===== config.mk =====
export PLATFORM = sky130hd
export DESIGN_NAME = pipo_share_ctrl
export DESIGN_NICKNAME = d
export VERILOG_FILES = /design/src/rtl/pipo_share_ctrl_pkg.sv /design/src/rtl/pipo_share_ctrl_rr_arbiter.sv /design/src/rtl/pipo_share_ctrl.sv
export SDC_FILE = /design/constraint.sdc
export NUM_CORES = 1
export LEC_CHECK = 0
export CAP_MARGIN = 25
export CORE_MARGIN = 4
export CORE_UTILIZATION = 52
export CTS_CLUSTER_SIZE = 10
export DETAILED_ROUTE_END_ITERATION = 8
export PLACE_DENSITY = 0.89
export SETUP_SLACK_MARGIN = 0.02
export SLEW_MARGIN = 30
export SYNTH_ARGS = -nofsm -noshare
export SYNTH_HDL_FRONTEND = slang
export SYNTH_SLANG_ARGS = --single-unit

===== constraint.sdc =====
create_clock -name clk -period 5.8 [get_ports clk]
set_input_delay 0.58 -clock clk [delete_from_list [all_inputs] [get_ports clk]]
set_output_delay 0.58 -clock clk [all_outputs]
set_load 0.02 [all_outputs]

===== src/rtl/pipo_share_ctrl_pkg.sv =====
// Shared constants and helpers for the round-robin PIPO sharing controller.
package pipo_share_pkg;

  localparam int N_DEFAULT = 4;
  localparam int WIDTH_DEFAULT = 8;
  localparam logic [15:0] BUSY_MAX = 16'hFFFF;

  // Width of a requester index; a single requester still needs one bit.
  function automatic int src_w(input int n);
    int w;
    w = $clog2(n);
    return (w < 1) ? 1 : w;
  endfunction

endpackage


===== src/rtl/pipo_share_ctrl_rr_arbiter.sv =====
// Combinational round-robin arbiter: first set request at or after rr_ptr, wrapping modulo N.
module rr_arbiter
  import pipo_share_pkg::*;
#(
  parameter int N     = N_DEFAULT,
  parameter int SRC_W = src_w(N)
) (
  input  logic [N-1:0]     req,
  input  logic [SRC_W-1:0] rr_ptr,
  input  logic             enable,
  output logic [N-1:0]     gnt,
  output logic [SRC_W-1:0] gnt_idx
);

  logic             found_s;
  logic             hit_s;
  logic [SRC_W-1:0] idx_s;

  // Scan from the pointer position; only the first hit is granted.
  always_comb begin
    gnt     = '0;
    gnt_idx = '0;
    found_s = 1'b0;
    hit_s   = 1'b0;
    idx_s   = '0;
    for (int i = 0; i < N; i++) begin
      idx_s      = SRC_W'((32'(rr_ptr) + 32'(i)) % 32'(N));
      hit_s      = enable && !found_s && req[idx_s];
      gnt[idx_s] = gnt[idx_s] | hit_s;
      gnt_idx    = hit_s ? idx_s : gnt_idx;
      found_s    = found_s | hit_s;
    end
  end

endmodule


===== src/rtl/pipo_share_ctrl.sv =====
// Shares one PIPO holding register among N requesters with round-robin grant
// and a valid/ready output; the top owns all state.
module pipo_share_ctrl
  import pipo_share_pkg::*;
#(
  parameter int N     = N_DEFAULT,
  parameter int WIDTH = WIDTH_DEFAULT,
  parameter int SRC_W = src_w(N)
) (
  input  logic               clk,
  input  logic               rst_n,
  input  logic [N-1:0]       req,
  input  logic [N*WIDTH-1:0] din,
  output logic [N-1:0]       gnt,
  output logic [WIDTH-1:0]   q,
  output logic               q_valid,
  input  logic               q_ready,
  output logic [SRC_W-1:0]   q_src,
  output logic [15:0]        busy_cnt
);

  logic [WIDTH-1:0] q_r;
  logic             q_valid_r;
  logic [SRC_W-1:0] q_src_r;
  logic [SRC_W-1:0] rr_ptr_r;
  logic [15:0]      busy_cnt_r;

  logic             slot_free_s;
  logic             load_s;
  logic [SRC_W-1:0] gnt_idx_s;
  logic [SRC_W-1:0] ptr_next_s;
  logic             stall_s;
  logic [WIDTH-1:0] words_s [N];

  // A slot opens when empty or when the current word drains this cycle.
  always_comb begin
    slot_free_s = !q_valid_r || q_ready;
    load_s      = slot_free_s && (req != '0);
    stall_s     = (req != '0) && (gnt == '0);
  end

  // Unpack the request words and compute the pointer that follows the winner.
  always_comb begin
    for (int i = 0; i < N; i++) begin
      words_s[i] = din[i*WIDTH +: WIDTH];
    end
    if (gnt_idx_s == SRC_W'(N - 1)) begin
      ptr_next_s = '0;
    end else begin
      ptr_next_s = gnt_idx_s + SRC_W'(1);
    end
  end

  // Gating with rst_n keeps gnt low for the whole time reset is asserted.
  rr_arbiter #(
    .N     (N),
    .SRC_W (SRC_W)
  ) u_arb (
    .req     (req),
    .rr_ptr  (rr_ptr_r),
    .enable  (load_s && rst_n),
    .gnt     (gnt),
    .gnt_idx (gnt_idx_s)
  );

  // Holding register, handshake state and round-robin pointer.
  always_ff @(posedge clk or negedge rst_n) begin
    if (!rst_n) begin
      q_r       <= '0;
      q_valid_r <= 1'b0;
      q_src_r   <= '0;
      rr_ptr_r  <= '0;
    end else if (load_s) begin
      q_r       <= words_s[gnt_idx_s];
      q_valid_r <= 1'b1;
      q_src_r   <= gnt_idx_s;
      rr_ptr_r  <= ptr_next_s;
    end else if (q_valid_r && q_ready) begin
      q_valid_r <= 1'b0;
    end else begin
      q_valid_r <= q_valid_r;
    end
  end

  // Saturating count of cycles where somebody asked but nobody was granted.
  always_ff @(posedge clk or negedge rst_n) begin
    if (!rst_n) begin
      busy_cnt_r <= 16'd0;
    end else if (stall_s && (busy_cnt_r != BUSY_MAX)) begin
      busy_cnt_r <= busy_cnt_r + 16'd1;
    end else begin
      busy_cnt_r <= busy_cnt_r;
    end
  end

  assign q        = q_r;
  assign q_valid  = q_valid_r;
  assign q_src    = q_src_r;
  assign busy_cnt = busy_cnt_r;

endmodule


==> results.ini, run 1 <==
[die]
die_w_um = 75.8
core_area_um2 = 4410
rows = 24
die_area_um2 = 5750
start_util_pct = 54.2
dieHeight_um = 75.8
ios = 70

[routing]
ant_nets = 0
via_per_inst = 6.15
highest_layer = met4
wl_um = 6080
wl_met1_um = 2620
wl_per_cell_um = 16.1
first_pass_iters = 4
route.met2.wl_um = 2950
vias = 2319
drc = 0
drt_iter0_drc = 194
met3_length_um = 427

[clocking]
clock_latency_ps = 280
htree_num_levels = 2
clockRootBuffer = clkbuf_8
cts_buffers = 5
clkSinkCount = 29
post-cts-setup-buffer-count = 0
cts.clk_slew.worst_paths_ps = 60
clk_path_buf_depth = 2
cts_tree = done
postCtsHoldBufs = 0
cts.repair.resized = 0

[sta]
rsz0062_at_grt = no
timing.final.max_slew_violations = 0
setup_slack_ps = 984
setup_viol = 0
skew_ps = 5.28
period_share_pct = 83.0
fin_hold_ws_ps = 482
slew_headroom_pct = 51.7
period_minus_slack_ps = 4820
tightestPinTransition_ps = 723
clock.fmax_mhz = 208
hold_viol = 0
finalSetupTns_ps = 0

[power_and_ir_drop]
power.density_nw_per_um2 = 473
p_leak_nw = 1.31
ir_drop_v = 0.000385
p_total_w = 0.00149

[placed_design]
port_buffers = 69
dpl.hpwl_um = 4640
place_ws_ps = 1330
gp_congestion = 0.908
dp.cells = 369

[synth]
syn_area_um2 = 2390
syn_nets = 307
yosysWarnings = 0
synthCells = 263
async_flop_share_pct = 100
synth-seq-cells = 29
synth_flop_cell = dfrtp_1
synth_edf_count = 0
ys_seq_area_share_pct = 30.4
syn_avg_cell_area_um2 = 9.09
ys_types = 56

[critical_path]
end_kind = output port
crit_fanout = 18
reg2regPathDepth = 10
crit_family = multiplexers
crit_cells = 11
path_class = reg -> out
crit_buf_inv = 2
crit_chain = inv_1 -> ha_1 -> mux4_2 -> mux2i_4 -> nor2_1 -> a221oi_2 -> o221ai_1 -> nand2_2 -> and2_1 -> o21ai_0 -> clkdlybuf4s50_1
startpoint_type = register
slowest_delay_ps = 610
slowest_stage = dfrtp_1
critPathArrivalTime_ps = 4240
critPathRequiredTime_ps = 5220

[min_path]
hp-class = reg -> reg
whs_path_depth = 2

[final_layout]
finalNetCount = 368
syn2layout_area_growth_pct = 32.1
drive_gt1_share_pct = 10.8
layout_common_cells = clkdlybuf4s50_1 (69), dfrtp_1 (29), nand2_1 (24), mux2i_1 (17), xnor2_1 (16)
final_common_cell = clkdlybuf4s50_1
fin_cells = 377
n_antenna_cell = 0

[grt]
grt_overflow_total = 0
grt_pass1_vias = 2109
grt_max_degree = 32
grt_pass1_wl_um = 9800
grt_antenna_before_repair = 0
track_usage_pct = 22.2

[run_status]
outcome = completed

[flow_run]
drv_cap = 0

==> logic make-up (layout without fill, tap and decap cells) <==
family | count (synthesis) | after routing | synth area share, %
XOR/XNOR | 16 | 16 | 5.86
AND/OR/NAND/NOR | 93 | 93 | 20.2
buffers and inverters | 25 | 87 | 5.49
flip-flops | 29 | 29 | 30.4
adder cells (fa/ha/maj) | 5 | 5 | 2.62
AO/OA/AOI/OAI | 62 | 62 | 18.0
multiplexers | 33 | 33 | 17.5
==> per-stage QoR <==
step / area [um^2] / utilization [%]
finish: 3160 / 71.5
floorplan: 2390 / -
global route: 3160 / 71.5
detailed placement: 3070 / 69.6
CTS: 3160 / 71.5
global placement: 3060 / 69.4
==> final cells by class <==
| class | count | area, um^2 |
|---|---|---|
| clock buffer | 5 | 68.8 |
| clock inverter | 3 | 17.5 |
| tap | 52 | 65.1 |
| fill | 335 | 1260 |
| inverter | 8 | 30.0 |
| sequential | 29 | 726 |
| multi-input combinational | 209 | 1550 |
| timing repair buffer | 71 | 706 |
==> power by group <==
part           total [W]  internal (W)  leakage [nW]  switching (W)
combinational    0.00102      0.000444         0.903       0.000571
sequential      0.000319      0.000258         0.365      0.0000609
clock           0.000159     0.0000825        0.0439      0.0000763
==> state kept, by name, summed over array words and instances (netlist names), named ones only <==
| register | count |
|---|---|
| q_src | 2 |
| q_valid | 1 |
| rr_ptr_r | 1 |
| q | 8 |
| busy_cnt | 16 |
==> final timing paths <==
| kind | from | endpoint | slack (ps) |
|---|---|---|---|
| worst max-delay path | rr_ptr_r[1] | gnt[0] | 980 |
| worst min-delay path | q_src[0] | q_src[0] | 480 |
| worst max register to register | rr_ptr_r[1] | busy_cnt[1] | 2160 |
| worst min register to register | q_src[0] | q_src[0] | 480 |
| max in group asynchronous | rst_n | q[6] | 4710 |
| min in group asynchronous | rst_n | busy_cnt[7] | 800 |
==> synth_stat cells, drive strengths merged, types with 2 or more instances <==
cell    number  share of area [%]
nand2       25                4.0
a21oi       11                2.3
inv          8                1.3
mux4         5                4.7
o21a         2               0.68
and3         8                2.3
mux2        10                4.7
and2         3               0.79
nand4       10                2.6
nand2b       4                1.0
nor2b        2               0.52
dfrtp       29                 30
o21ai       16                3.3
o22ai        4                1.0
nor4         2               0.52
a31oi        5                1.3
nor3         4               0.84
o211ai       3               0.94
ha           5                2.6
clkbuf       8                1.3
nor2        15                2.5
a311oi       3                1.1
a22oi        5                1.6
nand3       14                2.9
xnor2       16                5.9
a32oi        2                1.0
buf          9                3.0
mux2i       18                8.1
==> metal layers <==
layer / vias up / track usage [%]
met5: - / 0
met4: 0 / 7.38
met3: 13 / 4.35
met2: 100 / 34.2
met1: 1097 / 31.2
li1: 1109 / -
==> worst register-to-register path, delay by kind of cell (launching register included) <==
| kind | cells | cell delay (ps) |
|---|---|---|
| adders and majority gates | 1 | 470 |
| and+or+nand+nor | 3 | 540 |
| muxes | 3 | 1140 |
| buffers and inverters | 1 | 250 |
| AOI/OAI and AO/OA | 2 | 520 |
| DFF | 1 | 610 |
(Power assumes the default switching activity.)
==> run 2: changes to the inputs <==
--- a/config.mk
+++ b/config.mk
@@ -7,10 +7,10 @@
 export LEC_CHECK = 0
 export CAP_MARGIN = 25
 export CORE_MARGIN = 4
-export CORE_UTILIZATION = 52
+export CORE_UTILIZATION = 48
 export CTS_CLUSTER_SIZE = 10
 export DETAILED_ROUTE_END_ITERATION = 8
-export PLACE_DENSITY = 0.89
+export PLACE_DENSITY = 0.83
 export SETUP_SLACK_MARGIN = 0.02
 export SLEW_MARGIN = 30
 export SYNTH_ARGS = -nofsm -noshare
==> constraint.sdc (replaced) <==
create_clock -name clk -period 4.6 [get_ports clk]
set_input_delay 0.46 -clock clk [delete_from_list [all_inputs] [get_ports clk]]
set_output_delay 0.46 -clock clk [all_outputs]
set_load 0.02 [all_outputs]
==> results.ini, run 2 (synthesis gave the netlist of run 1 again) <==
[sta]
rsz0062_at_grt = no
hold_viol = 0  ; unchanged
timing.final.max_slew_violations = 0  ; unchanged
period_minus_slack_ps = 4260
clock.fmax_mhz = 235
skew_ps = 2.67  ; -2.61 ps
setup_viol = 0  ; unchanged
period_share_pct = 92.7
slew_headroom_pct = 60.3  ; +8.6 points
finalSetupTns_ps = 0  ; unchanged
tightestPinTransition_ps = 596  ; -127 ps

[final_layout]
largest_register_ffs = 16  ; unchanged
fill_cells = 386  ; +15%
fin_cells = 398  ; +5.6%
layout_common_cells = clkdlybuf4s50_1 (69), dfrtp_1 (29), nand2_1 (24), mux2i_1 (17), xnor2_1 (16)
drive_gt1_share_pct = 11.5  ; +0.71 points
syn2layout_area_growth_pct = 34.2
n_antenna_cell = 0  ; unchanged
final_common_cell = clkdlybuf4s50_1
fin_area_um2 = 3210  ; +1.6%
fin_util_pct = 67.0  ; -4.5 points
finalNetCount = 374  ; +1.6%

[critical_path]
path_class = reg -> out
startpoint_type = register
crit_fanout = 12  ; -6
critPathRequiredTime_ps = 4140  ; -1080 ps
critPathArrivalTime_ps = 3800  ; -440 ps
end_kind = output port

[clocking]
clkSinkCount = 29  ; unchanged
cts_tree = done
post-cts-setup-buffer-count = 0  ; unchanged
clockRootBuffer = clkbuf_8
htree_num_levels = 2  ; unchanged
cts.repair.resized = 0  ; unchanged
cts.clk_slew.worst_paths_ps = 60  ; about the same
clk_path_buf_depth = 2  ; unchanged
postCtsHoldBufs = 0  ; unchanged
clock_latency_ps = 280  ; about the same
cts_buffers = 5  ; unchanged

[die]
die_area_um2 = 6170  ; +7.4%
rows = 25  ; +4.2%
dieHeight_um = 78.6  ; +3.7%
ios = 70  ; unchanged
die_w_um = 78.6  ; +3.7%
start_util_pct = 50.0  ; -4.2 points
core_area_um2 = 4790  ; +8.4%

[grt]
grt_overflow_total = 0  ; unchanged
grt_antenna_before_repair = 0  ; unchanged
track_usage_pct = 22.3  ; +0.17 points
grt_pass1_wl_um = 11000  ; +12%
grt_pass1_vias = 2279  ; +8.1%
grt_max_degree = 28  ; -13%

[routing]
drt_iter0_drc = 242  ; +25%
first_pass_iters = 5  ; +1
ant_nets = 0  ; unchanged
vias = 2336  ; +0.73%
via_per_inst = 5.87  ; -4.6%
wl_per_cell_um = 16.1  ; -0.29%
wl_um = 6400  ; +5.3%
drc = 0  ; unchanged

[power_and_ir_drop]
pwr-share-comb_pct = 67.8  ; -0.2 points
ir_drop_v = 0.000442  ; +15%
clock_power_share_pct = 10.3  ; -0.3 points
swShare_pct = 47.1  ; -0.35 points
p_total_w = 0.00192  ; +29%
power.density_nw_per_um2 = 599  ; +27%
p_switching_w = 0.000904  ; +28%
intPower_w = 0.00102  ; +29%
p_seq_share_pct = 21.9  ; +0.5 points
p_leak_nw = 1.33  ; +1.7%

[placed_design]
port_buffers = 69  ; unchanged
dpl_cell_area_um2 = 3130  ; +1.8%
dp.cells = 390  ; +5.7%
gp_congestion = 0.950  ; +4.6%
dpl.hpwl_um = 4810  ; +3.9%

[run_status]
outcome = completed

[min_path]
hp-class = in -> async

[flow_run]
drv_cap = 0  ; unchanged

==> run 2: cell type report <==
| type | count | area (um^2) | share of cell area [%] |
|---|---|---|---|
| clock buffer | 8 | 80.1 | 2.50 |
| inverter | 8 | 30.0 | 0.936 |
| multi-input combinational | 209 | 1540 | 47.9 |
| sequential | 29 | 726 | 22.6 |
| tap | 67 | 83.8 | 2.61 |
| timing repair buffer | 77 | 751 | 23.4 |
==> run 2: worst paths after layout <==
path / end / slack, ps / cells past startpoint / startpoint
setup / recovery: gnt[0] / 340 / 11 / rr_ptr_r[1]
hold / removal: async pin / 440 / 1 / rst_n
setup reg to reg: busy_cnt[1] / 1130 / 11 / rr_ptr_r[1]
hold reg to reg: q[2] / 480 / 2 / q[2]
max in group asynchronous: q[0] / 3510 / 2 / rst_n
min in group clk: q[2] / 480 / 2 / q[2]
==> run 2: per-layer routing <==
metal  part of all wire, %  vias to the layer above  track usage [%]
li1                      -                     1113                -
met1                    41                     1120             27.7
met2                    50                       90             36.6
met3                   7.9                       13             6.65
met4                   1.8                        0             8.22
met5                     0                        -                0
==> run 2: metrics by stage <==
stage               hold WS (ps)  setup slack [ps]
global placement             459               733
floorplan                    164              1160
global route                 443               102
finish                       443               338
detailed placement           475               585
CTS                          432               372
==> run 2: worst max-delay path, stage by stage, from the launching register on <==
cell and delay (ps):
dfrtp_1 610, inv_1 270, ha_1 420, mux4_2 390, mux2i_4 250, nor2_1 130, a221oi_2 340, o221ai_1 190
nand2_2 100, and2_1 180, o21ai_0 100, clkdlybuf4s50_1 550
==> run 2: power by group through the flow <==
stage / Sequential, W / Combinational (W) / Clock, W
floorplan: 0.000457 / 0.000869 / 0
global placement: 0.000416 / 0.00127 / 0
detailed placement: 0.000422 / 0.00128 / 0
CTS: 0.000420 / 0.00130 / 0.000202
global route: 0.000436 / 0.00142 / 0.000217
finish: 0.000420 / 0.00130 / 0.000198
